## src/rtl/gray_step_scheduler_if.sv

```systemverilog
// Step-command handshake between two requesters (A, B) and the Gray step scheduler.
// Requesters drive valid/dir and hold both stable until the scheduler raises ready.
interface gray_step_scheduler_if;
  logic req_a_valid;
  logic req_a_dir;
  logic req_a_ready;
  logic req_b_valid;
  logic req_b_dir;
  logic req_b_ready;

  modport master (
    output req_a_valid, req_a_dir, req_b_valid, req_b_dir,
    input  req_a_ready, req_b_ready
  );

  modport slave (
    input  req_a_valid, req_a_dir, req_b_valid, req_b_dir,
    output req_a_ready, req_b_ready
  );
endinterface

```

## src/rtl/gray_step_scheduler.sv

```systemverilog
// Shares one modulo-MODULUS up/down Gray counter between two requesters, with
// round-robin arbitration and a fixed settle gap after every step.
module gray_step_scheduler #(
  parameter int WIDTH         = 3,
  parameter int MODULUS       = 8,
  parameter int SETTLE_CYCLES = 2
) (
  input  logic                 clk,
  input  logic                 reset,
  input  logic                 enable,
  gray_step_scheduler_if.slave cmd,
  output logic [WIDTH-1:0]     count,
  output logic [WIDTH-1:0]     code,
  output logic                 step_pulse,
  output logic                 wrap_pulse,
  output logic                 last_grant
);

  localparam logic [0:0] ST_IDLE   = 1'b0;
  localparam logic [0:0] ST_SETTLE = 1'b1;

  localparam int              SW          = (SETTLE_CYCLES < 2) ? 1 : $clog2(SETTLE_CYCLES);
  localparam logic [SW-1:0]   SETTLE_LAST = SW'((SETTLE_CYCLES > 0) ? SETTLE_CYCLES - 1 : 0);
  localparam logic [WIDTH-1:0] COUNT_MAX  = WIDTH'(MODULUS - 1);
  localparam bit              HAS_SETTLE  = (SETTLE_CYCLES > 0);

  logic [0:0]       state;
  logic [SW-1:0]    settle_cnt;
  logic             grant;
  logic             grant_b;
  logic             step_up;
  logic             step_wrap;
  logic [WIDTH-1:0] next_count;

  // Grants depend only on valids, state, enable and last_grant, never on dir.
  // NOTE: every always_comb output gets a default first, so no path can infer a latch.
  always_comb begin
    grant   = 1'b0;
    grant_b = 1'b0;
    if (!reset && state == ST_IDLE && enable) begin
      if (cmd.req_a_valid && cmd.req_b_valid) begin
        grant   = 1'b1;
        grant_b = ~last_grant;
      end else if (cmd.req_a_valid) begin
        grant   = 1'b1;
      end else if (cmd.req_b_valid) begin
        grant   = 1'b1;
        grant_b = 1'b1;
      end
    end
  end

  assign cmd.req_a_ready = grant && !grant_b;
  assign cmd.req_b_ready = grant && grant_b;

  always_comb begin
    next_count = count;
    step_wrap  = 1'b0;
    step_up    = grant_b ? cmd.req_b_dir : cmd.req_a_dir;
    if (step_up) begin
      if (count == COUNT_MAX) begin
        next_count = '0;
        step_wrap  = 1'b1;
      end else begin
        next_count = count + 1'b1;
      end
    end else begin
      if (count == '0) begin
        next_count = COUNT_MAX;
        step_wrap  = 1'b1;
      end else begin
        next_count = count - 1'b1;
      end
    end
  end

  // NOTE: sequential state uses non-blocking assignments so every register samples pre-edge values.
  always_ff @(posedge clk) begin
    if (reset) begin
      state      <= ST_IDLE;
      settle_cnt <= '0;
      count      <= '0;
      code       <= '0;
      step_pulse <= 1'b0;
      wrap_pulse <= 1'b0;
      last_grant <= 1'b1;
    end else begin
      step_pulse <= grant;
      wrap_pulse <= grant && step_wrap;
      if (grant) begin
        count      <= next_count;
        code       <= next_count ^ (next_count >> 1);
        last_grant <= grant_b;
      end
      case (state)
        ST_IDLE: begin
          if (grant && HAS_SETTLE) begin
            state      <= ST_SETTLE;
            settle_cnt <= '0;
          end
        end
        default: begin
          // Enable is deliberately ignored here: the gap length is fixed.
          if (settle_cnt == SETTLE_LAST) begin
            state      <= ST_IDLE;
            settle_cnt <= '0;
          end else begin
            settle_cnt <= settle_cnt + 1'b1;
          end
        end
      endcase
    end
  end

endmodule

```

## src/flat_wrapper.sv

```systemverilog
// flat-port wrapper written by rule: the top's interface ports become plain ports
module gray_step_scheduler_flat 
#(
  parameter int WIDTH         = 3,
  parameter int MODULUS       = 8,
  parameter int SETTLE_CYCLES = 2
)
  (clk, reset, enable, count, code, step_pulse, wrap_pulse, last_grant, cmd_req_a_valid, cmd_req_a_dir, cmd_req_b_valid, cmd_req_b_dir, cmd_req_a_ready, cmd_req_b_ready);
  gray_step_scheduler_if cmd_i ();
  input  logic clk;
  input  logic reset;
  input  logic enable;
  output logic [WIDTH-1:0] count;
  output logic [WIDTH-1:0] code;
  output logic step_pulse;
  output logic wrap_pulse;
  output logic last_grant;
  input wire logic [$bits(cmd_i.req_a_valid)-1:0] cmd_req_a_valid;
  input wire logic [$bits(cmd_i.req_a_dir)-1:0] cmd_req_a_dir;
  input wire logic [$bits(cmd_i.req_b_valid)-1:0] cmd_req_b_valid;
  input wire logic [$bits(cmd_i.req_b_dir)-1:0] cmd_req_b_dir;
  output wire logic [$bits(cmd_i.req_a_ready)-1:0] cmd_req_a_ready;
  output wire logic [$bits(cmd_i.req_b_ready)-1:0] cmd_req_b_ready;
  assign cmd_i.req_a_valid = cmd_req_a_valid;
  assign cmd_i.req_a_dir = cmd_req_a_dir;
  assign cmd_i.req_b_valid = cmd_req_b_valid;
  assign cmd_i.req_b_dir = cmd_req_b_dir;
  assign cmd_req_a_ready = cmd_i.req_a_ready;
  assign cmd_req_b_ready = cmd_i.req_b_ready;
  gray_step_scheduler #(.WIDTH(WIDTH), .MODULUS(MODULUS), .SETTLE_CYCLES(SETTLE_CYCLES)) u_core (.clk(clk), .reset(reset), .enable(enable), .cmd(cmd_i), .count(count), .code(code), .step_pulse(step_pulse), .wrap_pulse(wrap_pulse), .last_grant(last_grant));
endmodule
```

## config.mk

```make
export PLATFORM = sky130hd
export DESIGN_NAME = gray_step_scheduler_flat
export DESIGN_NICKNAME = d
export VERILOG_FILES = /design/src/rtl/gray_step_scheduler_if.sv /design/src/rtl/gray_step_scheduler.sv /design/src/flat_wrapper.sv
export SDC_FILE = /design/constraint.sdc
export NUM_CORES = 1
export LEC_CHECK = 0
export CAP_MARGIN = 20
export CORE_ASPECT_RATIO = 0.8
export CORE_UTILIZATION = 25
export CTS_CLUSTER_DIAMETER = 80
export DETAILED_ROUTE_END_ITERATION = 8
export DONT_BUFFER_PORTS = 1
export PLACE_DENSITY = 0.5
export SYNTH_ARGS = -nofsm -noshare
export SYNTH_HDL_FRONTEND = slang
export SYNTH_SLANG_ARGS = --single-unit
```

## constraint.sdc

```tcl
create_clock -name clk -period 2.2 [get_ports clk]
set_clock_uncertainty 0.1 [all_clocks]
set_input_delay 0.22 -clock clk [delete_from_list [all_inputs] [get_ports clk]]
set_output_delay 0.22 -clock clk [all_outputs]
set_load 0.1 [all_outputs]
```

Word level (Yosys, flattened, before mapping)
Index checks and enable logic that the tools add are counted.
{ "totals": {"reg_bits": 11, "in_bits": 7, "out_inout_bits": 11} }
{ "classes": {"n_addsub": 3, "eq_ne": 1, "mux": 20, "bitwise_logic": 3, "n_reduce_logical": 10} }
{ "ops": {"columns": ["operator", "count"], "rows": [
  ["2-to-1 mux 1 bit", 17],
  ["2-to-1 mux 3 bit", 3],
  ["logical AND 1 bit", 6],
  ["adder 3 x 1 -> 3 bit (second input constant)", 1],
  ["equality test 3 bit (second input constant)", 1],
  ["logical NOT 3 bit", 1],
  ["subtractor 3 x 1 -> 3 bit (second input constant)", 1],
  ["XOR 3 x 2 -> 3 bit", 1],
  ["logical NOT 1 bit", 2],
  ["inverter 1 bit", 2],
  ["nonzero test 2 bit", 1],
  ["adder 1 bit (second input constant)", 1]
]} }

Logic depth before layout (Yosys ltp)
Gate-level depths: netlist (run 1).
{ "depth": {"depth_word": 7, "depth_mapped": 7} }

Least setup slack after synthesis (run 1)
Ideal clock, no wire load.
{ "synth_path": {"kind": "register to output", "start": "register u_core.last_grant", "end": "output port cmd_req_a_ready", "t_arrival_ns": 2.433, "required_time_ns": 1.880, "path_slack_ns": -0.553, "stages_incl_launch_ff": 3, "path_buffers": 0, "cell_sequence": "dfxtp_1 -> a21boi_1 -> nor2_1"} }
{ "synth_between": {"elab_chain_cells": 5} }
{ "synth_lines": {"columns": ["element", "line", "rtl"], "rows": [
  ["start: declaration", "gray_step_scheduler.sv:16", "output logic last_grant"],
  ["start signal: assignment", "gray_step_scheduler.sv:93", "last_grant <= grant_b;"],
  ["inverter 1 bit", "gray_step_scheduler.sv:43", "grant_b = ~last_grant;"],
  ["2-to-1 mux 1 bit", "gray_step_scheduler.sv:41", "if (cmd.req_a_valid && cmd.req_b_valid) begin"],
  ["2-to-1 mux 1 bit", "gray_step_scheduler.sv:40", "if (!reset && state == ST_IDLE && enable) begin"],
  ["logical NOT 1 bit", "gray_step_scheduler.sv:53", "assign cmd.req_a_ready = grant && !grant_b;"],
  ["logical AND 1 bit", "gray_step_scheduler.sv:53", null],
  ["end: declaration", "flat_wrapper.sv:22", "output wire logic [$bits(cmd_i.req_a_ready)-1:0] cmd_req_a_ready;"]
]} }
Every way passes these cells.

Worst setup path in the final report (run 1)
{ "layout_path": {"start": "register u_core.state", "end": "output port cmd_req_a_ready"} }
{ "layout_between": {"elab_chain_cells": 6, "word_cells_on_any_way": 7, "cone_classes": "2 x mux; 1 x bitwise; 4 x reduce/logical"} }
{ "layout_lines": {"columns": ["element", "line", "rtl"], "rows": [
  ["start: declaration", "gray_step_scheduler.sv:27", "logic [0:0] state;"],
  ["start signal: assignment", "gray_step_scheduler.sv:80", "state <= ST_IDLE;"],
  ["start signal: assignment", "gray_step_scheduler.sv:98", "state <= ST_SETTLE;"],
  ["start signal: assignment", "gray_step_scheduler.sv:105", "state <= ST_IDLE;"],
  ["inverter 1 bit *", "gray_step_scheduler.sv:40", null],
  ["logical AND 1 bit * (2 in a row)", "gray_step_scheduler.sv:40", null],
  ["2-to-1 mux 1 bit", "gray_step_scheduler.sv:40", null],
  ["logical NOT 1 bit", "gray_step_scheduler.sv:53", null],
  ["logical AND 1 bit *", "gray_step_scheduler.sv:53", null]
]} }
Mark *: on every way between the ends. The rest lies on a longest branch, timed or not.

==> results of run 1 <==
worst register-to-register path, stage by stage (launching register included):
cell and delay (ns):
dfxtp_1 0.34, or3b_4 0.40, o21ai_4 0.22, a21boi_1 0.12, or3_1 0.38, o211a_1 0.13
layout by cell type (no fill, tap or decap):
| cell | n |
|---|---|
| mux2i_1 | 1 |
| or3_1 | 1 |
| a21oi_1 | 2 |
| and4_1 | 1 |
| o21ai_0 | 1 |
| a211o_1 | 1 |
| and3b_1 | 1 |
| a211oi_1 | 2 |
| inv_1 | 5 |
| clkbuf_8 | 1 |
| or3b_4 | 1 |
| o21ai_1 | 1 |
| dfxtp_1 | 7 |
| ha_1 | 4 |
| o221ai_1 | 1 |
| a21bo_2 | 1 |
| clkbuf_4 | 3 |
| buf_4 | 9 |
| nor2b_1 | 1 |
| nor2_1 | 5 |
| dlygate4sd3_1 | 1 |
| buf_12 | 1 |
| nand3_1 | 3 |
| a21o_1 | 1 |
| o211ai_1 | 2 |
| a31oi_1 | 1 |
| nor2_2 | 2 |
| nor3b_1 | 1 |
| o211a_1 | 2 |
| nor3_1 | 2 |
| a21boi_1 | 3 |
| or2_1 | 1 |
| and2_1 | 1 |
| nand2_1 | 2 |
| dfxtp_2 | 3 |
| o21ai_4 | 1 |
per-stage QoR:
step / setup TNS [ns] / utilization / cell area, um2 / power [mW] / setup slack (ns)
5_1_grt: 0 / 0.365 / 722 / 0.610 / 0.185
3_5_place_dp: 0 / 0.341 / 676 / 0.406 / 0.426
2_1_floorplan: -0.119 / - / 564 / 0.371 / -0.119
4_1_cts: 0 / 0.365 / 722 / 0.582 / 0.306
6_report: 0 / 0.365 / 722 / 0.578 / 0.345
3_3_place_gp: 0 / 0.341 / 676 / 0.405 / 0.444
Yosys cell counts, types with 2 or more instances:
| cell type | instances | area share |
|---|---|---|
| dfxtp_1 | 10 | 0.36 |
| nor2_1 | 7 | 0.047 |
| inv_1 | 5 | 0.034 |
| ha_1 | 4 | 0.090 |
| a21boi_1 | 3 | 0.040 |
| nand3_1 | 3 | 0.027 |
| a211oi_1 | 2 | 0.027 |
| a21oi_1 | 2 | 0.018 |
| nand2_1 | 2 | 0.013 |
| nor3_1 | 2 | 0.018 |
| o211a_1 | 2 | 0.036 |
| o211ai_1 | 2 | 0.027 |
registers in the layout (all words and copies together), names as in the netlist:
register / cells
u_core.wrap_pulse: 1
u_core.last_grant: 1
u_core.settle_cnt: 1
u_core.code: 3
u_core.state: 1
u_core.count: 2
u_core.step_pulse: 1
logic make-up (layout without fill, tap and decap cells):
group                      after synthesis  after routing  share of synthesized area
and+or+nand+nor                         22             22                      0.216
AOI/OAI and AO/OA                       19             19                      0.270
DFF                                     10             10                      0.360
buffers and inverters                    6             20                     0.0472
adders and majority gates                4              4                     0.0899
muxes                                    1              1                     0.0180
worst min-delay path by stage:
stage / cells after the start / endpoint / start / slack (ns)
2_1_floorplan: 1 / u_core.count[0] / reset / 0.19
3_3_place_gp: 1 / u_core.count[0] / reset / 0.19
3_5_place_dp: 1 / u_core.count[0] / reset / 0.19
4_1_cts: 2 / u_core.count[1] / reset / 0.05
5_1_grt: 2 / u_core.count[1] / reset / 0.06
6_report: 2 / u_core.code[2] / reset / 0.06
power by group through the flow:
stage          sequential, mW  clock, mW  combinational (mW)
6_report                0.209      0.175               0.195
5_1_grt                 0.212      0.191               0.207
4_1_cts                 0.209      0.178               0.195
3_5_place_dp            0.214          0               0.192
3_3_place_gp            0.213          0               0.192
2_1_floorplan           0.289          0              0.0827
final cells by class:
cell class | instances | share of cell area
multi-input cells | 46 | 0.464
flip-flops and latches | 10 | 0.282
repair buffers | 11 | 0.135
clock buffers | 4 | 0.0503
well taps | 24 | 0.0416
inverters | 5 | 0.0260
metal layers:
layer	part of all wire	vias to the layer above	wire (um)
li1	-	252	-
met3	0.062	4	74
met5	0	-	0
met4	0.014	0	17
met1	0.53	224	632
met2	0.40	15	474
==> results.md, run 1 <==
* Die extent in x at 54.8 um
* Max-cap violations at 0
* CP startpoint kind: flop
* Maximum clock frequency at 539 MHz
* Setup Fix Bufs, Post-CTS at 0
* Hold Path Class: in2reg
* Status: finished clean
* Pin count of the biggest net entering global routing at 11
* Asr flop ratio synth at 0
* Vias in the first global route at 442
* Mean Syn Cell Area at 8.98 um2
* Met3 Use GR at 0.0722
* DRT Pass-1 Iters at 4
* Die height at 44.2 um
* Final Hold Fails at 0
* Final setup fails at 0
* Leak at 0.331 nW
* CTS tree: built
* Row cnt at 14
* Post-cts sizing count at 0
* Routing usage on met2 at 0.164
* Final nets at 88
* Initial core utilization at 0.281
* Gate power share at 0.336
* Clock sink count at 10
* GRT met1 Usage at 0.168
* Minimum clock period at 1.86 ns
* Levels on crit path at 4
* Initial antenna violation count at 0
* Post-Syn Nets at 73
* Synth Register Bits at 10
* RSZ-0062 raised after global routing: no
* Final Max Slew Viols at 0
* Antenna viol nets, final at 0
* Top Usage Layer GRT: met1
* Die area at 2420 um2
* Critical-path cell list: nor3b_1, o21ai_1, nor2_2, buf_12
* Area grow syn2layout at 29.7%
* Final Cycle Share at 0.843
* R2R Path Start: u_core.state
* Peak supply drop at 0.445 mV
* Buffers on Ports at 0
* Worst slew pin tran at 0.585 ns
* Clk network pwr share at 0.303
* CTS Root Cell: clkbuf_4
* Critical-path cell with the highest stage delay: dfxtp_1
* CTS HTree Levels at 1
* Sum of buffers and inverters on the critical path at 1
* Drt via density at 4.95
* Synth Flop Type: dfxtp_1
* ANT cells at 0
* Worst setup EP type: primary output
* Post-DP HPWL at 897 um
* Flop pwr share at 0.361
* DRC at 0
* Number of synthesized flops with an enable pin at 0
* CP max stage delay at 0.34 ns
* Crit path from: u_core.state
* DP Cell Count at 95
* # fillers at 215
* Post-route insts no fill at 100
* Max_slew headroom at 0.607
* Crit path to: cmd_req_a_ready
* Core Footprint at 1980 um2
* Max Fanout on Critical Path at 8
* P_sw at 0.230 mW
* P per Cell Area at 801 nW/um2
* P_int at 0.349 mW
* 1st-iter DRT viols at 8
* Worst Path Class, Setup: reg2out
* Mapped Area at 557 um2
* Net Sw Frac at 0.397
* CP top delay family: simple AND/OR/NAND/NOR gates
* Gr usage total at 0.126
* CTS buffer count at 3
* Critical Path AT at 1.54 ns
* Clock Pin Slew Worst Setup and Hold Paths at 0.08 ns
* Placer congestion estimate at 0.719
* Worst hold slack at 0.0569 ns
* Share of cells above drive strength 1 at 0.289
* Area of the multi-input gates at 335 um2
* Worst R2R Setup Slack at 0.41 ns
* Seq. cell area at 204 um2
* Drt wl/cell at 12.0 um
* CTS Buffer Depth at 2
* Required time of the worst setup path at 1.88 ns
* Total grt overflow at 0
* Post-synthesis cell count at 62
* Post-Route WL at 1200 um
* Seq/Total Area, Yosys at 0.360
* Io pins at 18
* Reg2reg path depth at 5
* Yosys Warn Count at 0
* FF-to-FF End: u_core.count[1]
* Netlist cell types at 30
* Vias at 495
* First-pass GRT wire length at 2040 um
* Hold-fix buffers, CTS at 1
* Clk_lat worst skew at 0.28 ns
(Power assumes the default switching activity.)
==> inputs of run 2 (changes only) <==
==> constraint.sdc (replaced) <==
create_clock -name clk -period 1.8 [get_ports clk]
set_clock_uncertainty 0.1 [all_clocks]
set_input_delay 0.18 -clock clk [delete_from_list [all_inputs] [get_ports clk]]
set_output_delay 0.18 -clock clk [all_outputs]
set_load 0.1 [all_outputs]
==> results.md, run 2 (synthesized netlist as in run 1, its figures left out) <==
* Status: finished clean
* CTS Root Cell: clkbuf_4
* Final setup fails at 0
* DRT Pass-1 Iters at 4
* Worst Path Class, Setup: reg2reg
* Drt via density at 5.06
* Final Hold Fails at 0
* Total grt overflow at 0
* Row cnt at 14
* Worst slew pin tran at 0.554 ns
* Worst hold slack at 0.0126 ns
* Clock sink count at 10
* Final Max Slew Viols at 0
* Required time of the worst setup path at 1.87 ns
* CTS HTree Levels at 1
* Area grow syn2layout at 44.3%
* 1st-iter DRT viols at 16
* Die area at 2420 um2
* Commonest cells after routing, fill and taps aside: buf_4, dfxtp_1, nor2_1
* Post-Route WL at 1320 um
* CP startpoint kind: flop
* ANT cells at 0
* Buffers on Ports at 0
* Fin area at 803 um2
* Maximum clock frequency at 577 MHz
* Vias in the first global route at 496
* Biggest register: u_core.code
* Commonest non-fill, non-tap cell in the layout: buf_4
* Placer congestion estimate at 0.750
* Vias at 531
* Core Footprint at 1980 um2
* Final nets at 93
* CTS Buffer Depth at 2
* P per Cell Area at 902 nW/um2
* First-pass GRT wire length at 2060 um
* Final Util at 0.406
* Peak supply drop at 0.547 mV
* DRC at 0
* Drt wl/cell at 12.5 um
* Antenna viol nets, final at 0
* Clock Pin Slew Worst Setup and Hold Paths at 0.07 ns
* Initial antenna violation count at 0
* Critical Path AT at 1.80 ns
* Pin count of the biggest net entering global routing at 11
* Post-route insts no fill at 105
* Share of cells above drive strength 1 at 0.395
* Post-DP HPWL at 1030 um
* Biggest regs: u_core.code x3, u_core.count x2
* Largest register FFs at 3
* Die height at 44.2 um
* Max Fanout on Critical Path at 5
* Max-cap violations at 0
* Io pins at 18
* Leak at 0.362 nW
* DP Cell Count at 99
* Initial core utilization at 0.281
* CTS tree: built
* Gr usage total at 0.127
* Hold Path Class: in2reg
* Minimum clock period at 1.73 ns
* Die extent in x at 54.8 um
* Max_slew headroom at 0.631
* Worst setup EP type: flop
* Final Cycle Share at 0.963
* Cell Area, Placed at 741 um2
* Fin Setup TNS at 0 ns
* Clk_lat worst skew at 0.27 ns
* CTS buffer count at 3
run 2: cell types whose count changed in the layout (fill, tap and decap cells not counted), moves of 2 or more:
cell     previous run  this run
buf_4               9        13
dfxtp_4             0         3
dfxtp_2             3         1
nor2_2              2         0
nor2_4              0         2
run 2: path summary, 6_finish.rpt:
kind,start,end,slack [ns],depth (start not counted)
max,u_core.state,u_core.count[1],0.07,5
min,reset,u_core.code[2],0.01,2
max reg2reg,u_core.state,u_core.count[1],0.07,5
min reg2reg,u_core.code[0],u_core.code[0],0.41,2
run 2: final cells by class:
| type | instances | area (um2) |
|---|---|---|
| inverters | 5 | 18.8 |
| well taps | 24 | 30.0 |
| repair buffers | 16 | 148 |
| clock buffers | 4 | 36.3 |
| multi-input cells | 46 | 358 |
| fillers | 213 | 1180 |
| flip-flops and latches | 10 | 213 |
run 2: critical path: stages (launching register included):
cell	delay [ns]
dfxtp_1	0.33
or3b_4	0.41
o21ai_4	0.18
a21boi_1	0.10
or3_1	0.37
o211a_1	0.13
run 2: timing repair:
item                                    in CTS  in global routing
hold buffers                                 1                  0
hold endpoints to repair                     4                  0
endpoints found under the setup margin       1                  4
cloned                                       0                  0
gates resized for setup                      1                  1
setup buffers                                0                  1
pin swaps                                    0                  1
run 2: stage by stage:
step                      worst slack, ns  power, mW
final                              0.0670      0.724
after CTS                          0.0162      0.731
after detailed placement           0.0327      0.510
after global placement             0.0595      0.509
after floorplan                    0.0339      0.457
after global routing             -0.00443      0.759
run 2: where the power goes:
group / internal, mW / leakage (nW) / switching (mW)
Combinational: 0.0752 / 0.257 / 0.182
Sequential: 0.239 / 0.0840 / 0.0147
Clock: 0.123 / 0.0210 / 0.0899
run 2: per-layer routing:
layer / wire [um] / global-route usage
met1: 632 / 0.151
met2: 566 / 0.193
met3: 103 / 0.0756
met4: 13 / 0.0308
met5: 0 / 0
==> inputs of run 3 (changes only) <==
--- a/config.mk
+++ b/config.mk
@@ -5,6 +5,7 @@
 export SDC_FILE = /design/constraint.sdc
 export NUM_CORES = 1
 export LEC_CHECK = 0
+export ABC_AREA = 1
 export CAP_MARGIN = 20
 export CORE_ASPECT_RATIO = 0.8
 export CORE_UTILIZATION = 25
==> results.md, run 3 <==
* Fin Setup TNS at 0 ns
* Io pins at 18
* Max-cap violations at 0
* CTS Root Cell: clkbuf_4
* Antenna viol nets, final at 0
* DRC at 0
* Commonest cells after routing, fill and taps aside: nand2_1, inv_1, nand3_1, buf_4
* Required time of the worst setup path at 1.52 ns
* Power Total at 0.655 mW
* Yosys Warn Count at 0
* RSZ-0062 raised after global routing: no
* Cell Area, Placed at 741 um2
* Biggest regs: u_core.code x3, u_core.count x2
* Initial antenna violation count at 0
* CP startpoint kind: flop
* Hold Path Class: in2reg
* Final Util at 0.352
* ANT cells at 0
* Drt wl/cell at 10.5 um
* Worst slew pin tran at 0.548 ns
* Routed wl met2 at 523 um
* Most common cell in the synthesized netlist: nand2_1
* Commonest non-fill, non-tap cell in the layout: nand2_1
* Post-Route WL at 1330 um
* Max_slew headroom at 0.638
* CTS tree: built
* Post-Syn Nets at 99
* Placer congestion estimate at 0.755
* CTS buffer count at 3
* Buffers on Ports at 0
* Commonest cells post-synth: nand2_1, inv_1, dfxtp_1
* Initial core utilization at 0.276
* Post-DP HPWL at 1030 um
* Largest register FFs at 3
* Area grow syn2layout at 27.8%
* Mapped Area at 616 um2
* FF-to-FF End: u_core.code[1]
* Clock Pin Slew Worst Setup and Hold Paths at 0.06 ns
* Maximum clock frequency at 595 MHz
* Core Footprint at 2230 um2
* Status: finished clean
* Worst setup EP type: primary output
* Dominant cell type by area after synthesis: dfxtp_1
* Synth Register Bits at 10
* Row cnt at 15
* Share of the synthesized area in the top cell type at 0.325
* Worst R2R Setup Slack at 0.29 ns
* Final nets at 113
* CTS HTree Levels at 1
* Met3 routed WL at 81 um
* Die area at 2670 um2
* DP Cell Count at 121
* Hold Path Sink: u_core.settle_cnt
* Share of cells above drive strength 1 at 0.317
* Total grt overflow at 0
* Die height at 46.4 um
* Reg2reg path depth at 10
* Leak at 0.393 nW
* Max Fanout on Critical Path at 12
* Synth Flop Type: dfxtp_1
* Fin area at 787 um2
* Worst Path Class, Setup: reg2out
* Final Max Slew Viols at 0
* Netlist cell types at 19
* R2R Path Start: u_core.count[0]
* Post-route insts no fill at 126
* Final setup fails at 0
* Seq/Total Area, Yosys at 0.325
* M1 WL at 713 um
* Number of synthesized flops with an enable pin at 0
* 1st-iter DRT viols at 10
* Setup Fix Bufs, Post-CTS at 0
* First-pass GRT wire length at 2240 um
* Die extent in x at 57.5 um
* Pin count of the biggest net entering global routing at 13
* Gr usage total at 0.115
* Critical Path AT at 1.40 ns
* Final Cycle Share at 0.934
* Clock sink count at 10
* Cell depth of the worst hold path at 3
* Final Hold Fails at 0
* Worst Hold Launch: reset
* Highest metal used: met4
* P per Cell Area at 832 nW/um2
* Vias in the first global route at 510
* Top post-synthesis cells by area: dfxtp_1, nand2_1, ha_1
* DRT Pass-1 Iters at 4
* CTS Buffer Depth at 2
* Minimum clock period at 1.68 ns
* Peak supply drop at 0.294 mV
* Vias at 544
* Asr flop ratio synth at 0
* Biggest register: u_core.code
* Post-synthesis cell count at 88
* Mean Syn Cell Area at 7.00 um2
* Clk_lat worst skew at 0.27 ns
* Drt via density at 4.32
## run 3: per-stage QoR
step | hold WS [ns] | setup slack [ns]
after floorplan | 0.142 | 0.0184
after global placement | 0.146 | 0.261
after global routing | 0.0281 | 0.0160
after CTS | 0.00213 | 0.00469
final | 0.0104 | 0.118
after detailed placement | 0.148 | 0.280
## run 3: area by class of cell
type / instances / area (um2)
Tap cell: 25 / 31.3
Timing Repair Buffer: 11 / 97.6
Sequential cell: 10 / 210
Clock inverter: 1 / 3.75
Multi-Input combinational cell: 62 / 369
Inverter: 14 / 52.6
Fill cell: 244 / 1450
Clock buffer: 3 / 22.5
## run 3: worst max path at each step
stage | start | end | slack (ns) | cells after the start
5_1_grt | u_core.state | cmd_req_a_ready | 0.02 | 6
3_3_place_gp | u_core.state | u_core.code[0] | 0.26 | 9
2_1_floorplan | u_core.last_grant | cmd_req_a_ready | 0.02 | 4
4_1_cts | u_core.state | cmd_req_a_ready | 0.005 | 6
3_5_place_dp | u_core.state | u_core.count[1] | 0.28 | 8
6_report | u_core.state | cmd_req_a_ready | 0.12 | 6
## run 3: kinds of logic (layout without fill, tap and decap cells)
family	Yosys count	in the layout	synth area share
AOI/OAI and AO/OA	12	12	0.130
adders and majority gates	4	4	0.0813
buffers and inverters	16	29	0.116
DFF	10	10	0.325
and+or+nand+nor	46	46	0.348
## run 3: per-layer routing
layer | GRT usage | vias up
met3 | 0.0534 | 3
met4 | 0.0293 | 0
met1 | 0.153 | 228
met2 | 0.167 | 11
met5 | 0 | -
li1 | - | 302
## run 3: power by group
| group | leakage [nW] | internal (mW) | switching (mW) |
|---|---|---|---|
| clock | 0.0154 | 0.0800 | 0.0756 |
| combinational | 0.294 | 0.0624 | 0.185 |
| sequential | 0.0836 | 0.239 | 0.0135 |
## run 3: repair_timing
item	4_1_cts	5_1_grt
gates resized for setup	1	1
hold buffers	1	0
hold endpoints to repair	4	0
setup endpoints to repair	1	1
## run 3: critical path, cell delays in order, from the launching register on
cell     delay, ns
dfxtp_1       0.33
inv_1         0.05
nand2_1       0.05
nor2_2        0.20
o21ai_4       0.17
nor2_4        0.16
buf_12        0.18
==> RTL change, RTL diff (settings of run 3) <==
`SETTLE_CYCLES` is set to 2 in 2 places; all go to 1.
--- a/src/rtl/gray_step_scheduler.sv
+++ b/src/rtl/gray_step_scheduler.sv
@@ -3,7 +3,7 @@
 module gray_step_scheduler #(
   parameter int WIDTH         = 3,
   parameter int MODULUS       = 8,
-  parameter int SETTLE_CYCLES = 2
+  parameter int SETTLE_CYCLES = 1
 ) (
   input  logic                 clk,
   input  logic                 reset,
--- a/src/flat_wrapper.sv
+++ b/src/flat_wrapper.sv
@@ -3,7 +3,7 @@
 #(
   parameter int WIDTH         = 3,
   parameter int MODULUS       = 8,
-  parameter int SETTLE_CYCLES = 2
+  parameter int SETTLE_CYCLES = 1
 )
   (clk, reset, enable, count, code, step_pulse, wrap_pulse, last_grant, cmd_req_a_valid, cmd_req_a_dir, cmd_req_b_valid, cmd_req_b_dir, cmd_req_a_ready, cmd_req_b_ready);
   gray_step_scheduler_if cmd_i ();
Function: changed (Yosys sat finds a counterexample within 4 cycles, from zero or initial values and one cycle with reset high).
==> RTL change against run 3 <==
Sequential power shrank 12%. Worst hold slack gained 58 ps. First-iteration DRC count shrank 30%. Critical endpoint unchanged. Worst setup slack gained 29 ps. Largest power group is now combinational cells. Global-route usage shrank 0.32 points. Design area grew 16%. Sequential cell count shrank 1. Register-to-register slack lost 70 ps. Count of clock-buffer cells in the layout grew 1. Power shrank 2.9%. Synthesized area grew 16%. Routed wire length grew 5.7%.
==> RTL change: results <==
[outcome]
status = "complete, no violations"

[cells_and_area]
nMultiInputCombCells = 65
fill_cells = 318
final_cells = 146
buffer_area_share_pct = 13.8
final_layout_size_suffix_gt1_share_pct = 34.5
inverters = 18
seq_share_pct = 21.2
signal_buffers = 14

[worst_setup_path]
worst-endpoint-arrival_ps = 1370
reg2reg_depth = 12
crit_fanout = 11
rrSetupSlack_ps = 220

[synth]
ys_seq_elements = 9
synth_fp_nets = 105
netlist_top_cells_count = "nand2_1, inv_1, nand3_1, dfxtp_1, nor2_1"
synth_cell_type_count = 23
yosysSeqAreaShare_pct = 25.3

[global_route]
grt_pass1_wl_mm = 2.62
grt_util_all_layers_pct = 11.2

[place]
post-dp-hpwl_mm = 1.15
placedCellCount = 139

[clock_network]
holdBufCountCts = 3
cts_resized = 0

[drt]
vias_per_cell = 4.10
routed_wl_mm = 1.40
drtIter0Drc = 7

[power_and_ir_drop]
leakagePower_nw = 0.456
==> RTL change: power breakdown <==
group / switching, W / total [W] / internal, W
logic: 0.000190 / 0.000259 / 0.0000691
clock network: 0.0000683 / 0.000154 / 0.0000853
registers: 0.0000120 / 0.000223 / 0.000211
==> RTL change: cells by family (layout without fill, tap and decap cells) <==
| kind of cell | count (synthesis) | count (layout) | synth area share (%) |
|---|---|---|---|
| AND/OR/NAND/NOR | 52 | 52 | 45.2 |
| AO/OA/AOI/OAI | 9 | 9 | 10.4 |
| adder cells (fa/ha/maj) | 4 | 4 | 7.03 |
| buffers and inverters | 20 | 36 | 12.1 |
| flip-flops | 9 | 9 | 25.3 |
==> RTL change: critical path: stages (launching register included) <==
cell and delay (ps):
dfxtp_1 360, nor2_8 190, o21ai_1 90, buf_4 190, nor2_4 110, buf_12 180
==> RTL change: how the worst max path moves through the flow <==
| stage | end | cells past startpoint | slack [ps] |
|---|---|---|---|
| detailed placement | u_core.code[1] | 10 | 230 |
| CTS | cmd_req_a_ready | 5 | 130 |
| floorplan | cmd_req_a_ready | 4 | -310 |
| global route | u_core.code[1] | 12 | 10 |
| finish | cmd_req_a_ready | 5 | 150 |
| global placement | u_core.code[1] | 10 | 250 |
==> RTL change: through the flow <==
stage                     worst slack [ps]  hold slack, ps  area [µm²]
after floorplan                       -314             133         732
after global placement                 254             136         853
after detailed placement               230             136         853
after CTS                              132            58.7         910
after global routing                  12.3            66.6         910
final                                  147            68.3         910
==> RTL change: routing by layer <==
metal | global-route usage (%) | wire length, µm | up-vias
met5 | 0 | 0 | -
met4 | 3.33 | 0 | 0
met3 | 2.89 | 39 | 0
met2 | 16.5 | 596 | 8
met1 | 15.8 | 765 | 266
li1 | - | - | 325
